--- src/rtl/alu_arbiter_if.sv ---
// alu_arbiter_if: request/grant/result bundle between two ALU clients and the arbiter.
// Latency: none (wires only). Clients drive req/func/opnd/clr; the arbiter drives gnt/done/result/acc/busy.
// Backpressure: a client holds req (and its operands) until its done pulse.
// Ports (signals):
//   req0/req1     client requests          func0/func1   3-bit ALU function codes
//   opnd0/opnd1   operand A                clr0/clr1     clear accumulator instead of ALU op
//   gnt0/gnt1     registered grants        done0/done1   one-cycle completion pulses
//   result        last completed result    acc           accumulator (operand B)
//   busy          arbiter in EXEC or DONE
// Modports: master = client side, slave = arbiter side.
interface alu_arbiter_if #(
  parameter int WIDTH = 8
);
  logic             req0;
  logic             req1;
  logic [2:0]       func0;
  logic [2:0]       func1;
  logic [WIDTH-1:0] opnd0;
  logic [WIDTH-1:0] opnd1;
  logic             clr0;
  logic             clr1;
  logic             gnt0;
  logic             gnt1;
  logic             done0;
  logic             done1;
  logic [WIDTH-1:0] result;
  logic [WIDTH-1:0] acc;
  logic             busy;

  modport master (
    output req0, req1, func0, func1, opnd0, opnd1, clr0, clr1,
    input  gnt0, gnt1, done0, done1, result, acc, busy
  );

  modport slave (
    input  req0, req1, func0, func1, opnd0, opnd1, clr0, clr1,
    output gnt0, gnt1, done0, done1, result, acc, busy
  );
endinterface

--- src/rtl/alu_arbiter.sv ---
// alu_arbiter: shares one 8-bit ALU + accumulator between two requesters, ACC <= f(opnd, ACC).
// Latency: req seen at edge k -> gnt after k, done/result/acc after k+1, gnt/done drop after k+2.
// Backpressure: one operation per 3 cycles; requests arriving while busy wait for the next IDLE edge.
// Ports:
//   clock   rising-edge clock
//   resetn  asynchronous active-low reset
//   bus     alu_arbiter_if.slave (requests in; grants, done pulses, result, acc, busy out)
// Configuration macro: ALU_ARB_FIXED_PRIO_EN
//   defined   -> requester 0 always beats requester 1, no round-robin pointer
//   undefined -> round-robin using a 1-bit "last granted" pointer (reset value 1)
module alu_arbiter #(
  parameter int WIDTH = 8
) (
  input  logic          clock,
  input  logic          resetn,
  alu_arbiter_if.slave  bus
);

  typedef enum logic [1:0] {
    IDLE = 2'd0,
    EXEC = 2'd1,
    DONE = 2'd2
  } state_t;

  state_t           state;
  state_t           state_nxt;
  logic             accept;
  logic             win;        // 0 = requester 0 wins, 1 = requester 1 wins

  // Operation latched at acceptance; inputs are ignored afterwards.
  logic             sel_q;
  logic [2:0]       func_q;
  logic [WIDTH-1:0] opnd_q;
  logic             clr_q;

  logic [WIDTH-1:0] acc_q;
  logic [WIDTH-1:0] result_q;
  logic             gnt0_q;
  logic             gnt1_q;
  logic             done0_q;
  logic             done1_q;

  logic [WIDTH-1:0] zeros_a;
  logic [WIDTH-1:0] ones_b;
  logic [WIDTH-1:0] alu_out;

  // ---------------------------------------------------------------------------
  // Winner selection
  // ---------------------------------------------------------------------------
`ifdef ALU_ARB_FIXED_PRIO_EN
  // Requester 1 only wins when requester 0 is idle.
  always_comb begin
    win = ~bus.req0;
  end
`else
  logic last_q;

  // On contention the requester that was not served last wins;
  // a lone request wins regardless of the pointer.
  always_comb begin
    win = (bus.req0 & bus.req1) ? ~last_q : bus.req1;
  end

  always_ff @(posedge clock or negedge resetn) begin
    if (!resetn) begin
      last_q <= 1'b1;
    end else if (accept) begin
      last_q <= win;
    end
  end
`endif

  // ---------------------------------------------------------------------------
  // FSM: state register + next-state logic
  // ---------------------------------------------------------------------------
  always_ff @(posedge clock or negedge resetn) begin
    if (!resetn) begin
      state <= IDLE;
    end else begin
      state <= state_nxt;
    end
  end

  always_comb begin
    state_nxt = state;
    accept    = 1'b0;
    case (state)
      IDLE: begin
        if (bus.req0 | bus.req1) begin
          accept    = 1'b1;
          state_nxt = EXEC;
        end
      end
      EXEC:    state_nxt = DONE;
      DONE:    state_nxt = IDLE;
      default: state_nxt = IDLE;
    endcase
  end

  // ---------------------------------------------------------------------------
  // ALU on the latched operand (A) and the accumulator (B)
  // ---------------------------------------------------------------------------
  always_comb begin
    zeros_a = '0;
    ones_b  = '0;
    for (int i = 0; i < WIDTH; i++) begin
      zeros_a = zeros_a + WIDTH'(!opnd_q[i]);
      ones_b  = ones_b  + WIDTH'(acc_q[i]);
    end
  end

  always_comb begin
    alu_out = '0;
    case (func_q)
      3'd0: alu_out = ~opnd_q ^ acc_q;
      3'd1: alu_out = opnd_q ^ ~acc_q;
      3'd2: alu_out = ~(opnd_q & acc_q);
      3'd3: alu_out = opnd_q & acc_q;
      3'd4: alu_out = opnd_q + acc_q + WIDTH'(1);   // carry out dropped
      3'd5: alu_out = ~(opnd_q ^ acc_q);
      3'd6: alu_out = zeros_a;
      3'd7: alu_out = ones_b + zeros_a;
      default: alu_out = '0;
    endcase
    if (clr_q) begin
      alu_out = '0;
    end
  end

  // ---------------------------------------------------------------------------
  // Datapath and registered handshake outputs
  // ---------------------------------------------------------------------------
  always_ff @(posedge clock or negedge resetn) begin
    if (!resetn) begin
      sel_q    <= 1'b0;
      func_q   <= '0;
      opnd_q   <= '0;
      clr_q    <= 1'b0;
      acc_q    <= '0;
      result_q <= '0;
      gnt0_q   <= 1'b0;
      gnt1_q   <= 1'b0;
      done0_q  <= 1'b0;
      done1_q  <= 1'b0;
    end else begin
      case (state)
        IDLE: begin
          if (accept) begin
            sel_q  <= win;
            func_q <= win ? bus.func1 : bus.func0;
            opnd_q <= win ? bus.opnd1 : bus.opnd0;
            clr_q  <= win ? bus.clr1  : bus.clr0;
            gnt0_q <= ~win;
            gnt1_q <= win;
          end
        end
        EXEC: begin
          acc_q    <= alu_out;
          result_q <= alu_out;
          done0_q  <= ~sel_q;
          done1_q  <= sel_q;
        end
        DONE: begin
          gnt0_q  <= 1'b0;
          gnt1_q  <= 1'b0;
          done0_q <= 1'b0;
          done1_q <= 1'b0;
        end
        default: begin
          gnt0_q  <= 1'b0;
          gnt1_q  <= 1'b0;
          done0_q <= 1'b0;
          done1_q <= 1'b0;
        end
      endcase
    end
  end

  assign bus.gnt0   = gnt0_q;
  assign bus.gnt1   = gnt1_q;
  assign bus.done0  = done0_q;
  assign bus.done1  = done1_q;
  assign bus.result = result_q;
  assign bus.acc    = acc_q;
  assign bus.busy   = (state != IDLE);

endmodule
--- src/flat_wrapper.sv ---
// flat-port wrapper written by rule: the top's interface ports become plain ports
module alu_arbiter_flat 
#(
  parameter int WIDTH = 8
)
  (clock, resetn, bus_req0, bus_req1, bus_func0, bus_func1, bus_opnd0, bus_opnd1, bus_clr0, bus_clr1, bus_gnt0, bus_gnt1, bus_done0, bus_done1, bus_result, bus_acc, bus_busy);
  alu_arbiter_if #(.WIDTH(WIDTH)) bus_i ();
  input  logic clock;
  input  logic resetn;
  input wire logic [$bits(bus_i.req0)-1:0] bus_req0;
  input wire logic [$bits(bus_i.req1)-1:0] bus_req1;
  input wire logic [$bits(bus_i.func0)-1:0] bus_func0;
  input wire logic [$bits(bus_i.func1)-1:0] bus_func1;
  input wire logic [$bits(bus_i.opnd0)-1:0] bus_opnd0;
  input wire logic [$bits(bus_i.opnd1)-1:0] bus_opnd1;
  input wire logic [$bits(bus_i.clr0)-1:0] bus_clr0;
  input wire logic [$bits(bus_i.clr1)-1:0] bus_clr1;
  output wire logic [$bits(bus_i.gnt0)-1:0] bus_gnt0;
  output wire logic [$bits(bus_i.gnt1)-1:0] bus_gnt1;
  output wire logic [$bits(bus_i.done0)-1:0] bus_done0;
  output wire logic [$bits(bus_i.done1)-1:0] bus_done1;
  output wire logic [$bits(bus_i.result)-1:0] bus_result;
  output wire logic [$bits(bus_i.acc)-1:0] bus_acc;
  output wire logic [$bits(bus_i.busy)-1:0] bus_busy;
  assign bus_i.req0 = bus_req0;
  assign bus_i.req1 = bus_req1;
  assign bus_i.func0 = bus_func0;
  assign bus_i.func1 = bus_func1;
  assign bus_i.opnd0 = bus_opnd0;
  assign bus_i.opnd1 = bus_opnd1;
  assign bus_i.clr0 = bus_clr0;
  assign bus_i.clr1 = bus_clr1;
  assign bus_gnt0 = bus_i.gnt0;
  assign bus_gnt1 = bus_i.gnt1;
  assign bus_done0 = bus_i.done0;
  assign bus_done1 = bus_i.done1;
  assign bus_result = bus_i.result;
  assign bus_acc = bus_i.acc;
  assign bus_busy = bus_i.busy;
  alu_arbiter #(.WIDTH(WIDTH)) u_core (.clock(clock), .resetn(resetn), .bus(bus_i));
endmodule
--- config.mk ---
export PLATFORM = sky130hd
export DESIGN_NAME = alu_arbiter_flat
export DESIGN_NICKNAME = d
export VERILOG_FILES = /design/src/rtl/alu_arbiter_if.sv /design/src/rtl/alu_arbiter.sv /design/src/flat_wrapper.sv
export SDC_FILE = /design/constraint.sdc
export NUM_CORES = 1
export LEC_CHECK = 0
export ABC_AREA = 0
export CAP_MARGIN = 30
export CELL_PAD_IN_SITES_DETAIL_PLACEMENT = 0
export CELL_PAD_IN_SITES_GLOBAL_PLACEMENT = 1
export CORE_MARGIN = 2
export CORE_UTILIZATION = 39
export DETAILED_ROUTE_END_ITERATION = 12
export PLACE_DENSITY_LB_ADDON = 0.12
export SLEW_MARGIN = 0
export SYNTH_ARGS = -nofsm -noshare
export SYNTH_HDL_FRONTEND = slang
export SYNTH_SLANG_ARGS = --single-unit
--- constraint.sdc ---
create_clock -name clock -period 5.65 [get_ports clock]
set_input_delay 1.4125 -clock clock [delete_from_list [all_inputs] [get_ports clock]]
set_output_delay 1.4125 -clock clock [all_outputs]
set_load 0.01 [all_outputs]
==> results.py, run 1 <==
metrics = {
    "outcome": {
        "outcome": "completed",
    },
    "timing": {
        "finalCritPeriodShare": 0.9279,
        "period_needed_ns": 5.243,
        "hold_viol": 0,
        "slew-limit-headroom": 0.4890,
        "clock.fmax_ghz": 0.1907,
        "finalMaxSlewViolations": 0,
        "rsz0062_at_grt": "no",
        "worst_pin_slew_ns": 0.7665,
        "finalClockSkew_ns": 0.003422,
        "setup_ws_ns": 0.4074,
        "fin_tns_setup_ns": 0,
        "finalSetupViolations": 0,
    },
    "run": {
        "timing.max_cap.violations": 0,
    },
    "yosys": {
        "yosys_warnings": 0,
        "synth.cell_area_sq_um": 2396,
        "syn_avg_cell_area_sq_um": 8.809,
        "synth_commonest_cells": "inv_1 (33), dfrtp_1 (27), o21ai_0 (24), ha_1 (23), nand2_1 (19)",
        "yosysUniqueCellTypes": 50,
        "synth_top_area_frac": 0.2820,
        "ys_ff_latch": 28,
        "async_flop_share": 1.000,
        "syn_nets": 332,
        "yosys.area.top_type": "dfrtp_1",
        "synthTopCellsByArea": "dfrtp_1 (28%), ha_1 (12%), fa_1 (7.5%)",
        "synth_cells": 272,
        "ys_seq_area_frac": 0.2930,
        "synth_edf_count": 0,
        "ys.flop_type": "dfrtp_1",
        "yosys.cell_count.top_type": "inv_1",
    },
    "global_route": {
        "grt-ovfl-total": 0,
        "antenna_found_initial": 0,
        "grt_pass1_wl_um": 9542,
        "grt_usage": 0.1879,
        "grt_max_degree": 29,
        "first_global_vias": 1849,
    },
    "placement": {
        "pre_cts_ws_ns": 0.4076,
        "place_area_sq_um": 2884,
        "portBuffers": 48,
        "dpl.hpwl_um": 4577,
        "place_congestion": 0.8080,
    },
    "final_layout": {
        "nFillCells": 587,
        "multi_input_area_sq_um": 1461,
        "area_delta_synth_final_pct": 23.34,
        "final-seq-area_sq_um": 701.9,
        "final_net_count": 369,
        "layout-drive-gt1-share": 0.03896,
        "design_area_sq_um": 2955,
        "insertedDiodeCount": 0,
    },
    "route": {
        "postRouteAntennaNets": 0,
        "dr.first_iter.drc_count": 103,
        "vias": 2013,
        "dr.pass1.iters": 4,
        "avgViaCountPerCell": 5.256,
        "remaining_drc_errors": 0,
        "wl_per_cell_um": 15.33,
        "routed_wl_um": 5871,
    },
    "worst_hold_path": {
        "hold_class": "flop to flop",
        "whs_path_depth": 1,
    },
    "cts": {
        "numCtsBuffers": 3,
        "htreeDepth": 1,
        "cts_resized": 0,
        "clock_sinks": 28,
        "root_buffer": "clkbuf_8",
        "clk_latency_ns": 0.28,
        "clk_pin_slew_ns": 0.10,
        "cts_max_path_buffers": 2,
        "cts_hold_buffers": 0,
        "cts_tree": "yes",
        "postCtsSetupRepairBufs": 0,
    },
    "critical_path": {
        "startpoint": "u_core.opnd_q[1]",
        "cp_max_fo": 3,
        "rr_worst_depth": 17,
        "worst_path_most_repeated_cell": "fa_1",
        "worstSetupPathType": "flop to flop",
        "required_ns": 5.82,
        "cp_slowest_stage_delay_ns": 0.54,
        "cpMaxStageDelayCell": "fa_1",
        "crit_end": "u_core.bus.acc[4]",
        "cp.arrival_ns": 5.42,
        "worstReg2RegEnd": "u_core.bus.acc[4]",
        "endpoint_kind": "flop",
        "crit_path_cell_trace": "inv_1, ha_1, fa_1, fa_1, fa_1, fa_1, inv_1, fa_1, fa_1, inv_1, ha_1, fa_1, a21o_1, a21oi_1, xnor2_1, a221oi_1, nor2_1",
        "timing.rr.start": "u_core.opnd_q[1]",
        "crit_path_start_kind": "flop",
        "r2r_slack_ns": 0.41,
    },
    "floorplan": {
        "dieHeight_um": 82.38,
        "rows": 28,
        "initial_utilization": 0.4047,
        "core_area_sq_um": 5921,
        "die_area_sq_um": 6786,
        "io_pins": 49,
        "die_w_um": 82.38,
    },
}
## through the flow
step                hold slack [ns]    util  instances
floorplan                    0.4716       -        272
global placement             0.4935  0.4871        379
detailed placement           0.5009  0.4871        379
CTS                          0.5217  0.4992        383
global route                 0.5363  0.4992        383
finish                       0.5128  0.4992        383
## state kept, by name (all words and copies together) (netlist names)
signal / flops
u_core.func_q: 3
u_core.bus.acc: 8
u_core.state: 2
u_core.last_q: 1
u_core.opnd_q: 8
u_core.clr_q: 1
u_core.bus.done1: 1
u_core.sel_q: 1
u_core.bus.gnt1: 1
u_core.bus.gnt0: 1
u_core.bus.done0: 1
## placed cells by master (no fill, tap or decap), types with 2 or more instances in the layout
master,count
clkdlybuf4s50_1,48
inv_1,33
dfrtp_1,27
o21ai_0,24
ha_1,23
nand2_1,19
nor2_1,18
a21oi_1,17
mux2i_1,12
fa_1,9
nand2b_1,8
a21o_1,6
xnor2_1,5
nand3_1,5
nor2b_1,3
a222oi_1,3
nand3b_1,3
o311ai_0,3
clkbuf_8,3
buf_4,3
a31oi_1,2
mux2_2,2
a22o_1,2
a211oi_1,2
xor2_1,2
a22oi_1,2
nor3_1,2
## worst min path at each step
stage,start,slack (ns),endpoint
finish,u_core.clr_q,0.51,u_core.bus.acc[2]
global route,u_core.last_q,0.54,u_core.last_q
CTS,u_core.clr_q,0.52,u_core.bus.acc[2]
detailed placement,u_core.sel_q,0.50,u_core.sel_q
global placement,u_core.opnd_q[0],0.49,u_core.opnd_q[0]
floorplan,u_core.sel_q,0.47,u_core.sel_q
## area by class of cell
| class | count | share of cell area |
|---|---|---|
| Multi-Input combinational cell | 192 | 0.4945 |
| Sequential cell | 28 | 0.2375 |
| Timing Repair Buffer | 51 | 0.1702 |
| Inverter | 33 | 0.04191 |
| Tap cell | 75 | 0.03175 |
| Clock buffer | 3 | 0.01397 |
| Clock inverter | 1 | 0.01016 |
## critical path: cells and delay by family (launching register included)
kind	cells	cell delay (ns)
flops	1	0.41
fa+ha+maj	9	3.77
buf+inv	3	0.19
simple gates	1	0.08
compound gates	3	0.59
xor+xnor	1	0.08
## layer usage
| layer | vias up | global-route usage | wire (um) |
|---|---|---|---|
| met5 | - | 0 | 0 |
| met1 | 938 | 0.2659 | 2807 |
| met2 | 64 | 0.3113 | 2777 |
| li1 | 1009 | - | - |
| met4 | 0 | 0.02667 | 25 |
| met3 | 2 | 0.02717 | 261 |
## kinds of logic after synthesis
family | synth area share
AOI/OAI and AO/OA | 0.1932
xor gates and xnor gates | 0.02559
adders and majority gates | 0.1953
buffers and inverters | 0.09712
DFF | 0.2930
muxes | 0.05953
and+or+nand+nor | 0.1363
Power of run 1 is not shown: default switching activity piles up to over one toggle a cycle in this logic, so the estimate is an artifact.
==> run 2: changes to the inputs <==
--- a/config.mk
+++ b/config.mk
@@ -12,7 +12,7 @@
 export CORE_MARGIN = 2
 export CORE_UTILIZATION = 39
 export DETAILED_ROUTE_END_ITERATION = 12
-export PLACE_DENSITY_LB_ADDON = 0.12
+export PLACE_DENSITY = 0.78
 export SLEW_MARGIN = 0
 export SYNTH_ARGS = -nofsm -noshare
 export SYNTH_HDL_FRONTEND = slang
==> results.py, run 2 (synthesis results as in run 1) <==
metrics = {
    "floorplan": {
        "die_w_um": 82.38,
        "die_area_sq_um": 6786,
        "initial_utilization": 0.4047,
        "io_pins": 49,
        "core_area_sq_um": 5921,
        "dieHeight_um": 82.38,
        "rows": 28,
    },
    "final_layout": {
        "layout-drive-gt1-share": 0.03896,
        "final_common_cell": "clkdlybuf4s50_1",
        "final_net_count": 369,
        "instances_no_fill": 383,
        "area_delta_synth_final_pct": 23.34,
        "insertedDiodeCount": 0,
        "final_util": 0.4992,
        "layout_common_cells": "clkdlybuf4s50_1 (48), inv_1 (33), dfrtp_1 (27)",
        "design_area_sq_um": 2955,
    },
    "timing": {
        "finalMaxSlewViolations": 0,
        "slew-limit-headroom": 0.5034,
        "period_needed_ns": 5.248,
        "finalClockSkew_ns": 0.002586,
        "finalSetupViolations": 0,
        "hold_viol": 0,
        "rsz0062_at_grt": "no",
        "finalCritPeriodShare": 0.9288,
        "worst_pin_slew_ns": 0.7448,
        "fin_tns_setup_ns": 0,
        "clock.fmax_ghz": 0.1906,
    },
    "route": {
        "wl_per_cell_um": 15.09,
        "dr.pass1.iters": 4,
        "avgViaCountPerCell": 5.300,
        "vias": 2030,
        "postRouteAntennaNets": 0,
        "remaining_drc_errors": 0,
        "routed_wl_um": 5778,
        "dr.first_iter.drc_count": 155,
    },
    "global_route": {
        "use_met3": 0.03478,
        "busiest_layer": "met2",
        "grt_util_met1": 0.2582,
        "grt_pass1_wl_um": 9259,
        "antenna_found_initial": 0,
        "grt_usage": 0.1804,
        "first_global_vias": 1873,
        "use_met2": 0.2798,
        "grt_max_degree": 29,
        "grt-ovfl-total": 0,
    },
    "critical_path": {
        "worstReg2RegEnd": "u_core.bus.acc[4]",
        "crit_path_start_kind": "flop",
        "worstSetupPathType": "flop to flop",
        "endpoint_kind": "flop",
        "crit_end": "u_core.bus.acc[4]",
        "rr_worst_depth": 17,
        "cp.arrival_ns": 5.41,
        "r2r_slack_ns": 0.40,
        "timing.rr.start": "u_core.opnd_q[1]",
        "required_ns": 5.82,
        "startpoint": "u_core.opnd_q[1]",
        "cp_max_fo": 3,
    },
    "placement": {
        "place_congestion": 0.8182,
        "place_area_sq_um": 2884,
        "portBuffers": 48,
        "dpl.hpwl_um": 4565,
        "place_inst": 379,
    },
    "cts": {
        "cts_hold_buffers": 0,
        "numCtsBuffers": 3,
        "htreeDepth": 1,
        "clock_sinks": 28,
        "clk_pin_slew_ns": 0.10,
        "root_buffer": "clkbuf_8",
        "cts_tree": "yes",
        "cts_resized": 0,
        "cts_max_path_buffers": 2,
        "postCtsSetupRepairBufs": 0,
        "clk_latency_ns": 0.27,
    },
    "worst_hold_path": {
        "min-delay-start": "u_core.opnd_q[0]",
        "hold_class": "flop to flop",
    },
    "outcome": {
        "outcome": "completed",
    },
    "run": {
        "timing.max_cap.violations": 0,
    },
}
-- run 2: cell counts in the layout (fill, tap and decap cells not counted) --
No cell type changed its count.
-- run 2: layout make-up --
type / count / area [sq um]
fillers: 579 / 2965
multi-input cells: 192 / 1461
flip-flops and latches: 28 / 701.9
repair buffers: 51 / 503.0
inverters: 33 / 123.9
well taps: 75 / 93.84
clock buffers: 3 / 41.29
clock inverters: 1 / 30.03
-- run 2: metrics by stage --
step	setup WS, ns	hold slack (ns)
2_1_floorplan	0.6171	0.4716
3_3_place_gp	0.5249	0.4916
3_5_place_dp	0.4249	0.5105
4_1_cts	0.4164	0.5280
5_1_grt	0.1405	0.5475
6_report	0.4022	0.5265
-- run 2: metal layers --
layer | part of all wire | routed length (um)
met1 | 0.46 | 2674
met2 | 0.46 | 2646
met3 | 0.063 | 365
met4 | 0.016 | 93
met5 | 0 | 0
-- run 2: worst max-delay path: stages (launching register included) --
cell and delay (ns):
dfrtp_1 0.41, inv_1 0.10, ha_1 0.25, fa_1 0.53, fa_1 0.44, fa_1 0.50, fa_1 0.49, inv_1 0.05
fa_1 0.45, fa_1 0.49, inv_1 0.05, ha_1 0.20, fa_1 0.40, a21o_1 0.18, a21oi_1 0.18, xnor2_1 0.09
a221oi_1 0.25, nor2_1 0.08
-- run 2: worst min path at each step --
stage	depth (start not counted)	end
finish	2	u_core.opnd_q[0]
global route	1	u_core.last_q
CTS	1	u_core.last_q
detailed placement	2	u_core.opnd_q[0]
global placement	2	u_core.opnd_q[0]
floorplan	1	u_core.sel_q
Power of run 2 is left out for the same reason.
==> run 3: changes to the inputs <==
--- a/config.mk
+++ b/config.mk
@@ -6,7 +6,7 @@
 export NUM_CORES = 1
 export LEC_CHECK = 0
 export ABC_AREA = 0
-export CAP_MARGIN = 30
+export CAP_MARGIN = 20
 export CELL_PAD_IN_SITES_DETAIL_PLACEMENT = 0
 export CELL_PAD_IN_SITES_GLOBAL_PLACEMENT = 1
 export CORE_MARGIN = 2
==> results of run 3 <==
Same layout as run 2: the final DEF is identical, and so are final timing and power.
Power of run 3 is left out for the same reason.
==> patch 1 (flow settings as in run 3) <==
`WIDTH` is set to 8 in 3 places; all go to 12.
--- a/src/rtl/alu_arbiter_if.sv
+++ b/src/rtl/alu_arbiter_if.sv
@@ -10,5 +10,5 @@
 // Modports: master = client side, slave = arbiter side.
 interface alu_arbiter_if #(
-  parameter int WIDTH = 8
+  parameter int WIDTH = 12
 );
   logic             req0;
--- a/src/rtl/alu_arbiter.sv
+++ b/src/rtl/alu_arbiter.sv
@@ -10,5 +10,5 @@
 //   undefined -> round-robin using a 1-bit "last granted" pointer (reset value 1)
 module alu_arbiter #(
-  parameter int WIDTH = 8
+  parameter int WIDTH = 12
 ) (
   input  logic          clock,
--- a/src/flat_wrapper.sv
+++ b/src/flat_wrapper.sv
@@ -2,5 +2,5 @@
 module alu_arbiter_flat 
 #(
-  parameter int WIDTH = 8
+  parameter int WIDTH = 12
 )
   (clock, resetn, bus_req0, bus_req1, bus_func0, bus_func1, bus_opnd0, bus_opnd1, bus_clr0, bus_clr1, bus_gnt0, bus_gnt1, bus_done0, bus_done1, bus_result, bus_acc, bus_busy);
Ports: changed (resized bus_acc, bus_opnd0, bus_opnd1 and bus_result); port bits go from 49 to 65. The function was not compared with the original's and may differ.
==> patch 1 against run 3 <==
  * The run now ends with negative setup slack left
  * Critical path depth grew 3
  * Area after synthesis up 42%
  * Routed wire length up 53%
  * Utilization about the same
  * Design area increased by 45%
  * Worst setup slack got worse by 0.66 ns
  * Highest routed layer unchanged
  * Sequential cell count up 8
  * Global-route usage is 1.5 points higher
  * Via count is 45% higher
  * Fmax is 11% lower
  * Clock skew grew 0.011 ns
Power is left out: the tool's default activity adds up to more than one toggle a clock period on the data nets, which glitch-free logic cannot reach.
==> patch 1: results (changes against run 3) <==
.. list-table::
   :header-rows: 1

   * - Metric
     - Value
   * - Highest cell delay on the worst timing path
     - 0.51 ns (-0.02 ns)
   * - Layout clock buffers
     - 6 (+3)
   * - Clock-cell share
     - 2.51% (+0.096 points)
   * - Portion of the post-synthesis area used by sequential elements
     - 26.6% (-2.7 points)
   * - Worst clock skew
     - 0.0133 ns (+0.0107 ns)
   * - Violated checks
     - negative setup slack
   * - Worst slack, placed
     - -0.343 ns (-0.768 ns)
   * - Syn avg cell area
     - 8.70 sq um (-1.2%)
   * - Number of vias per cell
     - 5.26 (-0.80%)
   * - Library cells used by synthesis
     - 54 (+8.0%)
   * - Final standard cell count with taps included and fillers excluded
     - 559 (+46%)
   * - Fraction of layout cells with a size suffix above 1
     - 9.98% (+6.1 points)
   * - Number of global-route vias before repair
     - 2906 (+55%)
   * - Worst-case setup margin in the final layout
     - -0.257 ns (-0.659 ns)
   * - 1st-iter DRT viols
     - 165 (+6.5%)
   * - Finish-stage setup viols
     - 4 (+4)
   * - Routing usage on met3
     - 3.53% (+0.047 points)
   * - Inverter count of the layout excluding clock inverters
     - 46 (+39%)
   * - Net count after synthesis
     - 473 (+42%)
   * - Measured slew at the worst slew-check pin
     - 0.918 ns (+0.173 ns)
   * - Clock input transition at the sequential cells of the worst setup and hold paths
     - 0.08 ns (-0.02 ns)
   * - Result of the run
     - finished with violations
   * - Multi-input logic area
     - 2180 sq um (+49%)
   * - Data-path buffer share of cell area in the final layout
     - 18.4% (+1.4 points)
   * - Area share of the largest cell type after synthesis
     - 25.8% (-2.4 points)
-- patch 1: changes by cell type in the layout (fill, tap and decap cells not counted), sizes merged, moves of 7 or more --
cell	change
ha	+8
fa	+7
a21oi	+19
dfrtp	+8
mux2i	+7
buf	+17
nor2	+18
o21ai	-10
inv	+13
clkdlybuf4s50	+15
-- patch 1: worst paths after layout --
kind,start,endpoint,slack (ns),cells past startpoint
max,u_core.opnd_q[1],u_core.bus.acc[4],-0.26,20
min,u_core.state[1],u_core.bus.gnt0,0.54,1
max reg2reg,u_core.opnd_q[1],u_core.bus.acc[4],-0.26,20
min reg2reg,u_core.state[1],u_core.bus.gnt0,0.54,1
max in group asynchronous,resetn,u_core.opnd_q[5],3.90,1
min in group asynchronous,resetn,u_core.bus.acc[4],1.20,1
-- patch 1: kinds of logic (layout without fill, tap and decap cells) --
family,after synthesis,after routing,synth area share (%)
AO/OA/AOI/OAI,102,102,19.3
XOR/XNOR,10,10,2.58
flip-flops,36,36,26.6
buffers and inverters,76,137,10.6
adder cells (fa/ha/maj),47,47,20.9
multiplexers,19,19,5.60
AND/OR/NAND/NOR,100,100,14.4
-- patch 1: layer usage --
metal,vias up,wire length [microns]
li1,1460,-
met1,1388,4000
met2,82,4240
met3,9,478
met4,0,124
met5,-,0
-- patch 1: stage by stage --
stage                     util [%]  instance area, sq um  hold WS (ns)
final                         49.9                  4290         0.537
after floorplan                  -                  3420         0.479
after CTS                     49.7                  4270         0.551
after global placement        48.0                  4130         0.519
after detailed placement      48.0                  4130         0.532
after global routing          49.9                  4290         0.570
-- patch 1: repair_timing --
item                                    in CTS  in global routing
pin swaps                                    9                  5
cloned                                       0                  0
gates resized for setup                      7                  3
endpoints found under the setup margin       6                  6
setup buffers                                2                  0
==> patch 2 (flow settings as in run 3) <==
Without the edit above. The 3 states of `state_t` get a one-hot encoding in 3 bits.
--- a/src/rtl/alu_arbiter.sv
+++ b/src/rtl/alu_arbiter.sv
@@ -17,8 +17,8 @@
 );
 
-  typedef enum logic [1:0] {
-    IDLE = 2'd0,
-    EXEC = 2'd1,
-    DONE = 2'd2
+  typedef enum logic [2:0] {
+    IDLE = 3'b001,
+    EXEC = 3'b010,
+    DONE = 3'b100
   } state_t;
 
Function: same outputs for any inputs over 4 cycles, from zero or initial values and one cycle with resetn low; so few cycles prove little.
==> patch 2 against run 3 <==
  * First-iteration DRC count decreased by 18%
  * Non-clock buffer count decreased by 2
  * Critical path depth unchanged
  * Worst setup slack improved by 0.0030 ns
  * Via count decreased by 1.4%
  * Area after synthesis increased by 3.8%
  * Sequential cell count increased by 1
  * Utilization decreased by 1.2 points
  * Global-route usage decreased by 0.42 points
  * Count of clock-buffer cells in the layout increased by 4
  * Design area increased by 2.9%
  * Routed wire length decreased by 0.64%
Power is left out: the tool's default activity adds up to more than one toggle a clock period on the data nets, which glitch-free logic cannot reach.
==> patch 2: results (changes against run 3) <==
.. list-table::
   :header-rows: 1

   * - Metric
     - Value
   * - Endpoint of the worst-slack reg-to-reg timing path
     - u_core.bus.acc[4]
   * - Worst-case hold path end point
     - u_core.bus.done0
   * - Routing usage on met3
     - 3.66% (+0.18 points)
   * - Port-buffer cells
     - 48 (unchanged)
   * - Fill cell total of the finished layout
     - 619 (+6.9%)
   * - Total via count after detailed routing
     - 2002 (-1.4%)
   * - Net count after synthesis
     - 333 (+0.30%)
   * - Met2 usage
     - 28.9% (+0.89 points)
   * - Fraction of layout cells with a size suffix above 1
     - 7.07% (+3.2 points)
   * - Number of buffers added to fix hold violations after cts
     - 0 (unchanged)
   * - Largest cells by area after synthesis
     - dfrtp_1, ha_1, fa_1
   * - Ys async rst share
     - 100% (unchanged)
   * - Maximum number of pins on one net before global-route repair
     - 30 (+3.4%)
   * - Hold Startpoint
     - u_core.sel_q
   * - 1st-iter DRT viols
     - 127 (-18%)
   * - Clock insertion delay at the later pin of the skew report
     - 0.29 ns (+0.02 ns)
   * - Cts repair resizes
     - 0 (unchanged)
   * - Detailed placement HPWL
     - 4510 microns (-1.3%)
   * - Library cells used by synthesis
     - 50 (unchanged)
   * - Synth cell count leaders
     - nor2_1, a21oi_1, dfrtp_1, inv_1, ha_1
   * - Result of the run
     - completed
   * - # Post-CTS Setup Buffers
     - 0 (unchanged)
   * - Worst Hold Depth
     - 1 (-1)
   * - H-tree Lvls
     - 2 (+1)
   * - Diodes inserted
     - 0 (unchanged)
   * - Number of antenna violations at the first check in global routing
     - 0 (unchanged)
   * - Drt first pass iters
     - 4 (unchanged)
   * - Inst Count DP
     - 380 (+0.26%)
   * - Critical path arrival
     - 5.42 ns (about the same)
   * - Beginning of the worst register-to-register path
     - u_core.opnd_q[1]
   * - Gr usage total
     - 17.6% (-0.42 points)
   * - Final hold vios
     - 0 (unchanged)
   * - Slew Limit Headroom
     - 42.7% (-7.6 points)
   * - Reg2reg setup slack
     - 0.41 ns
   * - Aggregate routed wire length
     - 5740 microns (-0.64%)
   * - Worst Path Max Fanout
     - 3 (unchanged)
   * - GP Congestion
     - 0.865 (+5.8%)
   * - Global-route wire length before repair
     - 9710 microns (+4.8%)
   * - Met1 track utilization from global routing
     - 23.5% (-2.3 points)
   * - Clock root buffer master
     - clkbuf_8
   * - Maximum buffer depth of the clock tree
     - 2 (unchanged)
   * - Worst clock skew
     - 0.00303 ns (+0.000447 ns)
   * - Portion of the post-synthesis area used by sequential elements
     - 29.3% (about the same)
   * - Clock input transition at the sequential cells of the worst setup and hold paths
     - 0.06 ns (-0.04 ns)
   * - Worst min-delay path category
     - reg -> reg
   * - Depth of the worst register-to-register path
     - 17 (unchanged)
   * - Synth Warn #
     - 0 (unchanged)
   * - Net count, final
     - 370 (+0.27%)
   * - Syn avg cell area
     - 9.11 sq um (+3.4%)
   * - Number of buffers inserted during clock tree synthesis
     - 5 (+2)
   * - Wire per inst
     - 14.8 microns (-1.9%)
[patch 2: changes by cell type in the layout (fill, tap and decap cells not counted), moves of 3 or more]
cell / change
a21o_1: -4
inv_1: -9
nand2b_1: -3
clkbuf_8: +3
mux2i_1: +3
a222oi_1: -3
o21ai_0: -13
nor2_1: +14
a21oi_1: +10
nand2_1: -6
o21ai_1: +3
[patch 2: through the flow]
stage	hold WS, ns	instance area [sq um]	worst slack [ns]
final	0.467	3040	0.405
after global routing	0.499	3040	0.169
after CTS	0.470	3040	0.386
after detailed placement	0.460	2920	0.403
after global placement	0.452	2920	0.482
after floorplan	0.439	2490	0.579
[patch 2: worst max-delay path, cell delays in order, from the launching register on]
cell and delay (ns):
dfrtp_1 0.39, inv_1 0.10, ha_1 0.25, fa_1 0.53
fa_1 0.44, fa_1 0.50, fa_1 0.49, inv_1 0.05
fa_1 0.46, fa_1 0.49, inv_1 0.04, ha_1 0.20
fa_1 0.41, a21o_1 0.18, a21oi_2 0.14, xnor2_1 0.09
a221oi_2 0.27, o21ai_1 0.08
[patch 2: per-layer routing]
metal | share of wire, % | vias to the layer above
li1 | - | 1018
met1 | 45 | 920
met2 | 48 | 59
met3 | 5.1 | 5
met4 | 1.2 | 0
met5 | 0 | -
[patch 2: cell families (layout without fill, tap and decap cells)]
logic type	after synthesis	after routing	share of synthesized area [%]
compound gates	78	78	20.8
simple gates	66	66	12.5
buf+inv	46	84	10.1
fa+ha+maj	32	32	18.8
flops	29	29	29.3
mux	15	15	6.04
xor+xnor	7	7	2.47
[patch 2: how the worst max path moves through the flow]
stage                           startpoint           endpoint  cells after the start
after detailed placement  u_core.opnd_q[1]  u_core.bus.acc[4]                     17
after global placement    u_core.opnd_q[1]  u_core.bus.acc[4]                     17
after floorplan           u_core.opnd_q[1]  u_core.bus.acc[4]                     17
final                     u_core.opnd_q[1]  u_core.bus.acc[4]                     17
after CTS                 u_core.opnd_q[1]  u_core.bus.acc[4]                     17
after global routing      u_core.opnd_q[1]  u_core.bus.acc[4]                     17
[patch 2: final cells by class]
cell class / instances / area, sq um / area share, %
Clock buffer: 7 / 86.3 / 2.84
Clock inverter: 1 / 30.0 / 0.988
Inverter: 27 / 104 / 3.42
Multi-Input combinational cell: 198 / 1510 / 49.6
Sequential cell: 29 / 728 / 24.0
Tap cell: 77 / 96.3 / 3.17
Timing Repair Buffer: 49 / 488 / 16.0
